===== src/rtl/ram_arbiter.sv =====
// Fixed-priority (CPU > BTN > SCAN) single-port RAM access controller with an 8-row display
// line buffer. Define RAM_ARB_BTN_EN to build the button-capture path and its BTN access.
module ram_arbiter #(
   parameter logic [7:0]  DISP_BASE = 8'hF8,
   parameter logic [15:0] SCAN_DIV  = 16'd1000
) (
   input  logic       clk,
   input  logic       reset,
   input  logic       cpu_req,
   input  logic       cpu_we,
   input  logic [7:0] cpu_addr,
   input  logic [7:0] cpu_wdata,
   output logic [7:0] cpu_rdata,
   output logic       cpu_ack,
   input  logic       btn_strobe,
   input  logic [7:0] btn_value,
   output logic       btn_pending,
   output logic [7:0] ram_addr,
   output logic       ram_we,
   output logic       ram_oe,
   output logic [7:0] ram_wdata,
   input  logic [7:0] ram_rdata,
   input  logic [2:0] disp_sel,
   output logic [7:0] disp_row,
   output logic       disp_frame
);

   typedef enum logic [1:0] {IDLE, CPU, BTN, SCAN} state_t;

   state_t      state;
   logic [15:0] div;
   logic        scan_due;
   logic        scan_tc;
   logic [2:0]  row_idx;
   logic [7:0]  disp_buf [8];
   logic        cpu_elig;
   logic        btn_elig;
   logic        scan_elig;
   logic [7:0]  btn_data;

`ifdef RAM_ARB_BTN_EN
   logic       btn_strobe_d;
   logic       btn_rise;
   logic [7:0] btn_hold;

   // A fresh edge is eligible in the cycle it is sampled and carries its value straight through.
   assign btn_rise = btn_strobe & ~btn_strobe_d;
   assign btn_data = btn_rise ? btn_value : btn_hold;
   assign btn_elig = btn_rise | (btn_pending & (state != BTN));

   always_ff @(posedge clk or negedge reset) begin
      if (!reset) begin
         btn_strobe_d <= 1'b0;
         btn_hold     <= 8'h00;
         btn_pending  <= 1'b0;
      end else begin
         btn_strobe_d <= btn_strobe;
         if (btn_rise) begin
            btn_hold    <= btn_value;
            btn_pending <= 1'b1;
         end else if (state == BTN) begin
            btn_pending <= 1'b0;
         end
      end
   end
`else
   logic unused_btn;

   assign unused_btn  = ^{btn_strobe, btn_value};
   assign btn_data    = 8'h00;
   assign btn_elig    = 1'b0;
   assign btn_pending = 1'b0;
`endif

   // Each requester is masked at the edge that ends its own access, so a held request is not repeated.
   assign cpu_elig  = cpu_req & (state != CPU);
   assign scan_elig = scan_due & (state != SCAN);
   assign scan_tc   = (div == SCAN_DIV - 16'd1);
   assign disp_row  = disp_buf[disp_sel];

   always_ff @(posedge clk or negedge reset) begin
      if (!reset) begin
         state      <= IDLE;
         ram_addr   <= 8'h00;
         ram_we     <= 1'b0;
         ram_oe     <= 1'b0;
         ram_wdata  <= 8'h00;
         cpu_ack    <= 1'b0;
         cpu_rdata  <= 8'h00;
         scan_due   <= 1'b0;
         div        <= 16'd0;
         row_idx    <= 3'd0;
         disp_frame <= 1'b0;
         for (int i = 0; i < 8; i++) disp_buf[i] <= 8'h00;
      end else begin
         cpu_ack    <= (state == CPU);
         disp_frame <= (state == SCAN) && (row_idx == 3'd7);
         if (state == CPU && ram_oe) cpu_rdata <= ram_rdata;
         if (state == SCAN) begin
            disp_buf[row_idx] <= ram_rdata;
            row_idx           <= row_idx + 3'd1;
         end

         div <= scan_tc ? 16'd0 : div + 16'd1;
         if (scan_tc)
            scan_due <= 1'b1;
         else if (state == SCAN)
            scan_due <= 1'b0;

         // Issue the access for the next cycle; address holds when idle.
         state  <= IDLE;
         ram_we <= 1'b0;
         ram_oe <= 1'b0;
         if (cpu_elig) begin
            state    <= CPU;
            ram_addr <= cpu_addr;
            ram_we   <= cpu_we;
            ram_oe   <= ~cpu_we;
            if (cpu_we) ram_wdata <= cpu_wdata;
         end else if (btn_elig) begin
            state     <= BTN;
            ram_addr  <= 8'h00;
            ram_we    <= 1'b1;
            ram_wdata <= btn_data;
         end else if (scan_elig) begin
            state    <= SCAN;
            ram_addr <= DISP_BASE + {5'd0, row_idx};
            ram_oe   <= 1'b1;
         end
      end
   end

endmodule


===== config.mk =====
export PLATFORM = sky130hd
export DESIGN_NAME = ram_arbiter
export DESIGN_NICKNAME = d
export VERILOG_FILES = /design/src/rtl/ram_arbiter.sv
export SDC_FILE = /design/constraint.sdc
export NUM_CORES = 1
export LEC_CHECK = 0
export BUFFER_PORTS_ARGS = -buffer_cell sky130_fd_sc_hd__buf_2
export CAP_MARGIN = 40
export CORE_MARGIN = 5
export CORE_UTILIZATION = 25
export DETAILED_ROUTE_END_ITERATION = 12
export PLACE_DENSITY_LB_ADDON = 0.12
export SKIP_CTS_REPAIR_TIMING = 1
export SYNTH_ARGS = -nofsm -noshare
export SYNTH_HDL_FRONTEND = slang
export SYNTH_SLANG_ARGS = --single-unit

===== constraint.sdc =====
create_clock -name clk -period 2 [get_ports clk]
set_input_delay 0.3 -clock clk [delete_from_list [all_inputs] [get_ports clk]]
set_output_delay 0.3 -clock clk [all_outputs]
set_load 0.02 [all_outputs]

==> out/metrics.yaml, run 1 <==
critical_path:
  critPathLaunch: "disp_buf[1]$_DFFE_PN0P_"
  ff2ff_setup_slack_ps: 300
  slowest_stage: "mux4_2"
  cp-end-kind: "primary output"
  path_class: "reg2out"
  cp.required_ps: 1700
  worstPathMaxFanout: 2
  path_cells: "mux4_2, mux2_4, buf_6"
  cp.depth: 3
  r2r-start: "row_idx[0]$_DFFE_PN0P_"
  rr_worst_depth: 4
  worstPathBufferInverterCount: 1
  cpPeakStageDelay_ps: 490
  worst_ep_arrival_time_ps: 1670
  endpoint: "disp_row[1]"
  r2r-end: "disp_buf[62]$_DFFE_PN0P_"
  critPathTopFamily: "multiplexers"
  cp-start-kind: "register"
placement:
  post-place-ws_ps: 109
  gp_congestion: 0.702
  hpwlAfterDp_mm: 7.81
  io_buffers: 66
  placed_area_mm2: 0.00581
cells_and_area:
  regArea_mm2: 0.00285
  fin_nets: 472
  mostFrequentLayoutCell: "dfrtp_1"
  syn_to_final_growth_pct: 28.7
  n_antenna_cell: 0
  multiInputGateArea_mm2: 0.00208
  fillers: 1993
  fin_area_mm2: 0.00644
  drive_above_1_share_pct: 53.2
  layout_common_cells: "dfrtp_1 (114), mux2_2 (69), buf_2 (57)"
clock_tree:
  cts_sinks: 114
  htree_levels: 4
  cts_buffers: 17
  cts.clk_slew.worst_paths_ps: 50
  clockBufferDepth: 2
  worstSkewPairLatency_ps: 410
  cts_tree: "yes"
  cts.root.buffer_cell: "clkbuf_16"
floorplanning:
  die_h_um: 151
  dieArea_mm2: 0.0229
  coreArea_mm2: 0.0196
  start_util_pct: 25.5
  row_count: 51
  die_w_um: 151
  ios: 77
synth:
  synthCells: 331
  ys.flop_type: "dfrtp_1"
  ys_types: 45
  ys_warn_count: 0
  synth_edf_count: 0
  ys_seq_elements: 114
  synthesis.area_mm2: 0.00500
  synth-seq-area-share_pct: 57.0
  async_flop_share_pct: 100
  postSynthAreaPerCell_um2: 15.1
  syn-num-nets: 374
sta:
  clock_skew_ps: 7.06
  max_freq_ghz: 0.507
  setup_violations: 0
  min_period_ps: 1970
  setup_ws_ps: 26.5
  post-route-period-util_pct: 98.7
  tightest_slew_ps: 559
  final_hold_viol_count: 0
  rsz0062_at_grt: "true"
  relSlewSlack_pct: 62.8
  slew_violations: 0
  holdWs_ps: 118
run:
  drv_cap: 0
power:
  ir_drop_v: 0.000514
  p_seq_share_pct: 42.8
  p_leak_nw: 3.06
  internal-power_w: 0.00442
  power_frac_clock_pct: 47.0
  power_w: 0.00580
  power.density_mw_per_mm2: 901
  switching_share_pct: 23.9
  switchingPower_w: 0.00138
  combPwrFrac_pct: 10.2
global_route:
  grt_max_degree: 38
  grt_pass1_wl_mm: 18.8
  antenna_found_initial: 0
  grt_pass1_vias: 3408
  track_usage_pct: 11.0
  grt-ovfl-total: 0
detailed_routing:
  dr.pass1.iters: 4
  via_per_inst: 4.31
  drtAntennaViolNets: 0
  route.detailed.drc: 0
  wirelength_mm: 11.6
  vias: 3047
  wl_per_cell_um: 16.5
  first_iter_violations: 137
status:
  outcome: "finished, final reports clean"
worst_hold_path:
  hp-class: "in2reg"
==> worst min-delay path by stage <==
stage | from | to | slack [ps] | depth (start not counted)
after floorplan | reset | cpu_ack$_DFF_PN0_ | 4 | 0
after global placement | reset | disp_buf[60]$_DFFE_PN0P_ | 320 | 1
after detailed placement | reset | disp_buf[60]$_DFFE_PN0P_ | 340 | 1
after CTS | reset | cpu_rdata[1]$_DFFE_PN0P_ | -100 | 1
after global routing | cpu_wdata[6] | ram_wdata[6]$_DFFE_PN0P_ | 100 | 2
final | cpu_wdata[6] | ram_wdata[6]$_DFFE_PN0P_ | 120 | 2
==> flip-flops by register name, indices dropped and copies added (netlist names) <==
register,cells
disp_frame,1
state,2
ram_oe,1
ram_addr,8
scan_due,1
div,16
ram_we,1
row_idx,3
ram_wdata,8
cpu_rdata,8
cpu_ack,1
disp_buf,64
==> worst register-to-register path, delay by kind of cell, from the launching register on <==
family        cells  cell delay (ps)
flops             1              420
buf+inv           1              210
simple gates      2              630
mux               1              320
==> kinds of logic after synthesis <==
family	share of synthesized area, %
AO/OA/AOI/OAI	2.90
XOR/XNOR	1.58
adder cells (fa/ha/maj)	0.750
buffers and inverters	1.78
flip-flops	57.0
multiplexers	28.7
other	0.0749
AND/OR/NAND/NOR	7.25
==> metal layers <==
metal  part of all wire [%]  global-route usage [%]  up-vias
li1                       -                       -     1419
met3                    5.0                    4.46        7
met5                      0                       0        -
met2                     47                    16.9       60
met1                     47                    14.4     1561
met4                   0.90                    2.86        0
==> synth_stat cells (all sizes together) (3+ instances only) <==
master / n / area, um2
dfrtp: 114 / 2850
mux2: 90 / 1070
mux4: 16 / 360
nand2: 15 / 58.8
buf: 8 / 62.6
nor2: 8 / 45.1
xor2: 7 / 61.3
a21oi: 6 / 30.0
inv: 6 / 22.5
nand3: 6 / 40.0
nor3: 6 / 30.0
o22a: 5 / 43.8
or3: 5 / 31.3
nand4: 4 / 31.3
nor4: 4 / 25.0
o21ai: 4 / 20.0
a31oi: 3 / 18.8
ha: 3 / 37.5
==> power groups by stage <==
stage / registers, W / logic [W] / clock network (W)
2_1_floorplan: 0.00264 / 0.000193 / 0
3_3_place_gp: 0.00252 / 0.000587 / 0
3_5_place_dp: 0.00252 / 0.000593 / 0
4_1_cts: 0.00248 / 0.000594 / 0.00284
5_1_grt: 0.00250 / 0.000646 / 0.00294
6_report: 0.00248 / 0.000591 / 0.00273
==> final cells by class <==
| class | count | area share [%] |
|---|---|---|
| Sequential cell | 114 | 44.3 |
| Multi-Input combinational cell | 202 | 32.3 |
| Timing Repair Buffer | 88 | 9.52 |
| Clock buffer | 27 | 7.97 |
| Tap cell | 265 | 5.15 |
| Clock inverter | 5 | 0.389 |
| Inverter | 6 | 0.350 |
==> metrics by stage <==
stage,cells,util [%],setup TNS [ps]
6_report,707,32.9,0
5_1_grt,707,32.9,-201
4_1_cts,704,32.4,-132
3_5_place_dp,672,29.6,0
3_3_place_gp,672,29.6,0
2_1_floorplan,331,-,0
Power figures use the tool's default switching activity.
==> inputs of run 2 (changes only) <==
--- a/config.mk
+++ b/config.mk
@@ -8,7 +8,7 @@
 export BUFFER_PORTS_ARGS = -buffer_cell sky130_fd_sc_hd__buf_2
 export CAP_MARGIN = 40
 export CORE_MARGIN = 5
-export CORE_UTILIZATION = 25
+export CORE_UTILIZATION = 50
 export DETAILED_ROUTE_END_ITERATION = 12
 export PLACE_DENSITY_LB_ADDON = 0.12
 export SKIP_CTS_REPAIR_TIMING = 1
==> out/metrics.yaml, run 2 (synthesis gave the netlist of run 1 again) <==
global_route:
  grt_pass1_vias: 3310
  antenna_found_initial: 0
  grt_max_degree: 45
  grt-ovfl-total: 0
  grt_pass1_wl_mm: 16.8
  track_usage_pct: 18.8
sta:
  setup_violations: 8
  max_freq_ghz: 0.477
  rsz0062_at_grt: "true"
  post-route-period-util_pct: 105
  relSlewSlack_pct: 60.2
  tightest_slew_ps: 597
  setup_ws_ps: -95.5
  final_hold_viol_count: 0
  min_period_ps: 2100
  holdWs_ps: 17.6
  slew_violations: 0
  clock_skew_ps: 6.74
power:
  combPwrFrac_pct: 10.1
  internal-power_w: 0.00443
  ir_drop_v: 0.000633
  switching_share_pct: 23.4
  power_frac_clock_pct: 47.0
  p_leak_nw: 3.06
  power.density_mw_per_mm2: 923
  p_seq_share_pct: 42.9
  switchingPower_w: 0.00135
clock_tree:
  cts_buffers: 17
  cts.root.buffer_cell: "clkbuf_8"
  cts_tree: "yes"
  clockBufferDepth: 2
  cts.clk_slew.worst_paths_ps: 50
  htree_levels: 4
  cts_sinks: 114
  worstSkewPairLatency_ps: 510
status:
  violations: "negative setup slack"
  outcome: "finished, violations left"
floorplanning:
  die_w_um: 110
  start_util_pct: 51.2
  row_count: 36
  coreArea_mm2: 0.00977
  dieArea_mm2: 0.0121
  die_h_um: 110
  ios: 77
critical_path:
  cp.required_ps: 1700
  worstPathBufferInverterCount: 1
  path_cells: "mux4_2, mux2_4, buf_6"
  worstPathMaxFanout: 2
  worst_ep_arrival_time_ps: 1800
  slowest_stage: "mux4_2"
  cp-end-kind: "primary output"
  cpPeakStageDelay_ps: 480
  path_class: "reg2out"
  cp-start-kind: "register"
  critPathTopFamily: "multiplexers"
  ff2ff_setup_slack_ps: 400
worst_hold_path:
  hp-class: "in2reg"
cells_and_area:
  final_util_pct: 64.1
  drive_above_1_share_pct: 53.1
  largest_reg_flops: 64
  syn_to_final_growth_pct: 25.1
  fin_nets: 471
  layout_common_cells: "dfrtp_1 (114), mux2_2 (67), buf_2 (57)"
  top_regs: "disp_buf x64, div x16"
  regMostFlops: "disp_buf"
  mostFrequentLayoutCell: "dfrtp_1"
  n_antenna_cell: 0
detailed_routing:
  dr.pass1.iters: 4
  route.detailed.drc: 0
  wirelength_mm: 10.1
  drtAntennaViolNets: 0
  first_iter_violations: 83
  wl_per_cell_um: 17.7
  vias: 3055
  via_per_inst: 5.34
placement:
  gp_congestion: 0.756
  post-place-ws_ps: 128
  hpwlAfterDp_mm: 6.70
  io_buffers: 66
run:
  drv_cap: 0
[run 2: cell types whose count changed in the layout (fill, tap and decap cells not counted), sizes merged]
cell,before,now
bufinv,0,1
clkbuf,27,24
buf,87,85
dlygate4sd3,1,2
[run 2: layer usage]
layer	track usage, %	vias to the layer above	part of all wire (%)
met5	0	-	0
met4	6.77	0	1.4
met3	6.35	17	5.0
met2	28.5	63	49
met1	25.2	1559	44
li1	-	1416	-
[run 2: power by group through the flow]
stage	sequential [W]	clock [W]	combinational (W)
floorplan	0.00264	0	0.000193
detailed placement	0.00252	0	0.000572
global route	0.00250	0.00288	0.000636
global placement	0.00251	0	0.000566
CTS	0.00248	0.00278	0.000573
finish	0.00248	0.00272	0.000581
[run 2: final timing paths]
check,cells after the start,startpoint,end
worst max-delay path,3,disp_buf[32]$_DFFE_PN0P_,disp_row[0]
worst min-delay path,2,cpu_req,state[1]$_DFF_PN0_
worst max register to register,4,state[1]$_DFF_PN0_,disp_buf[50]$_DFFE_PN0P_
worst min register to register,1,div[0]$_DFF_PN0_,div[0]$_DFF_PN0_
max in group asynchronous,3,reset,disp_buf[22]$_DFFE_PN0P_
min in group asynchronous,2,reset,disp_buf[57]$_DFFE_PN0P_
[run 2: cell type report]
class / count / area, um2
clock inverter: 6 / 55.1
tap: 133 / 166
clock buffer: 24 / 480
multi-input combinational: 202 / 2090
timing repair buffer: 87 / 596
sequential: 114 / 2850
inverter: 6 / 22.5
fill: 741 / 3510
[run 2: worst reg2reg max path: stages (launching register included)]
cell and delay [ps]:
dfrtp_1 460, nand3_2 170, or3_1 330, buf_4 210
mux2_4 310
[run 2: per-stage QoR]
stage / cell area (um2) / power, W / setup TNS, ps / cells
detailed placement: 5620 / 0.00309 / 0 / 539
finish: 6260 / 0.00578 / -548 / 572
floorplan: 5000 / 0.00284 / 0 / 331
global placement: 5620 / 0.00308 / 0 / 539
global route: 6260 / 0.00601 / -1010 / 572
CTS: 6160 / 0.00584 / -950 / 569
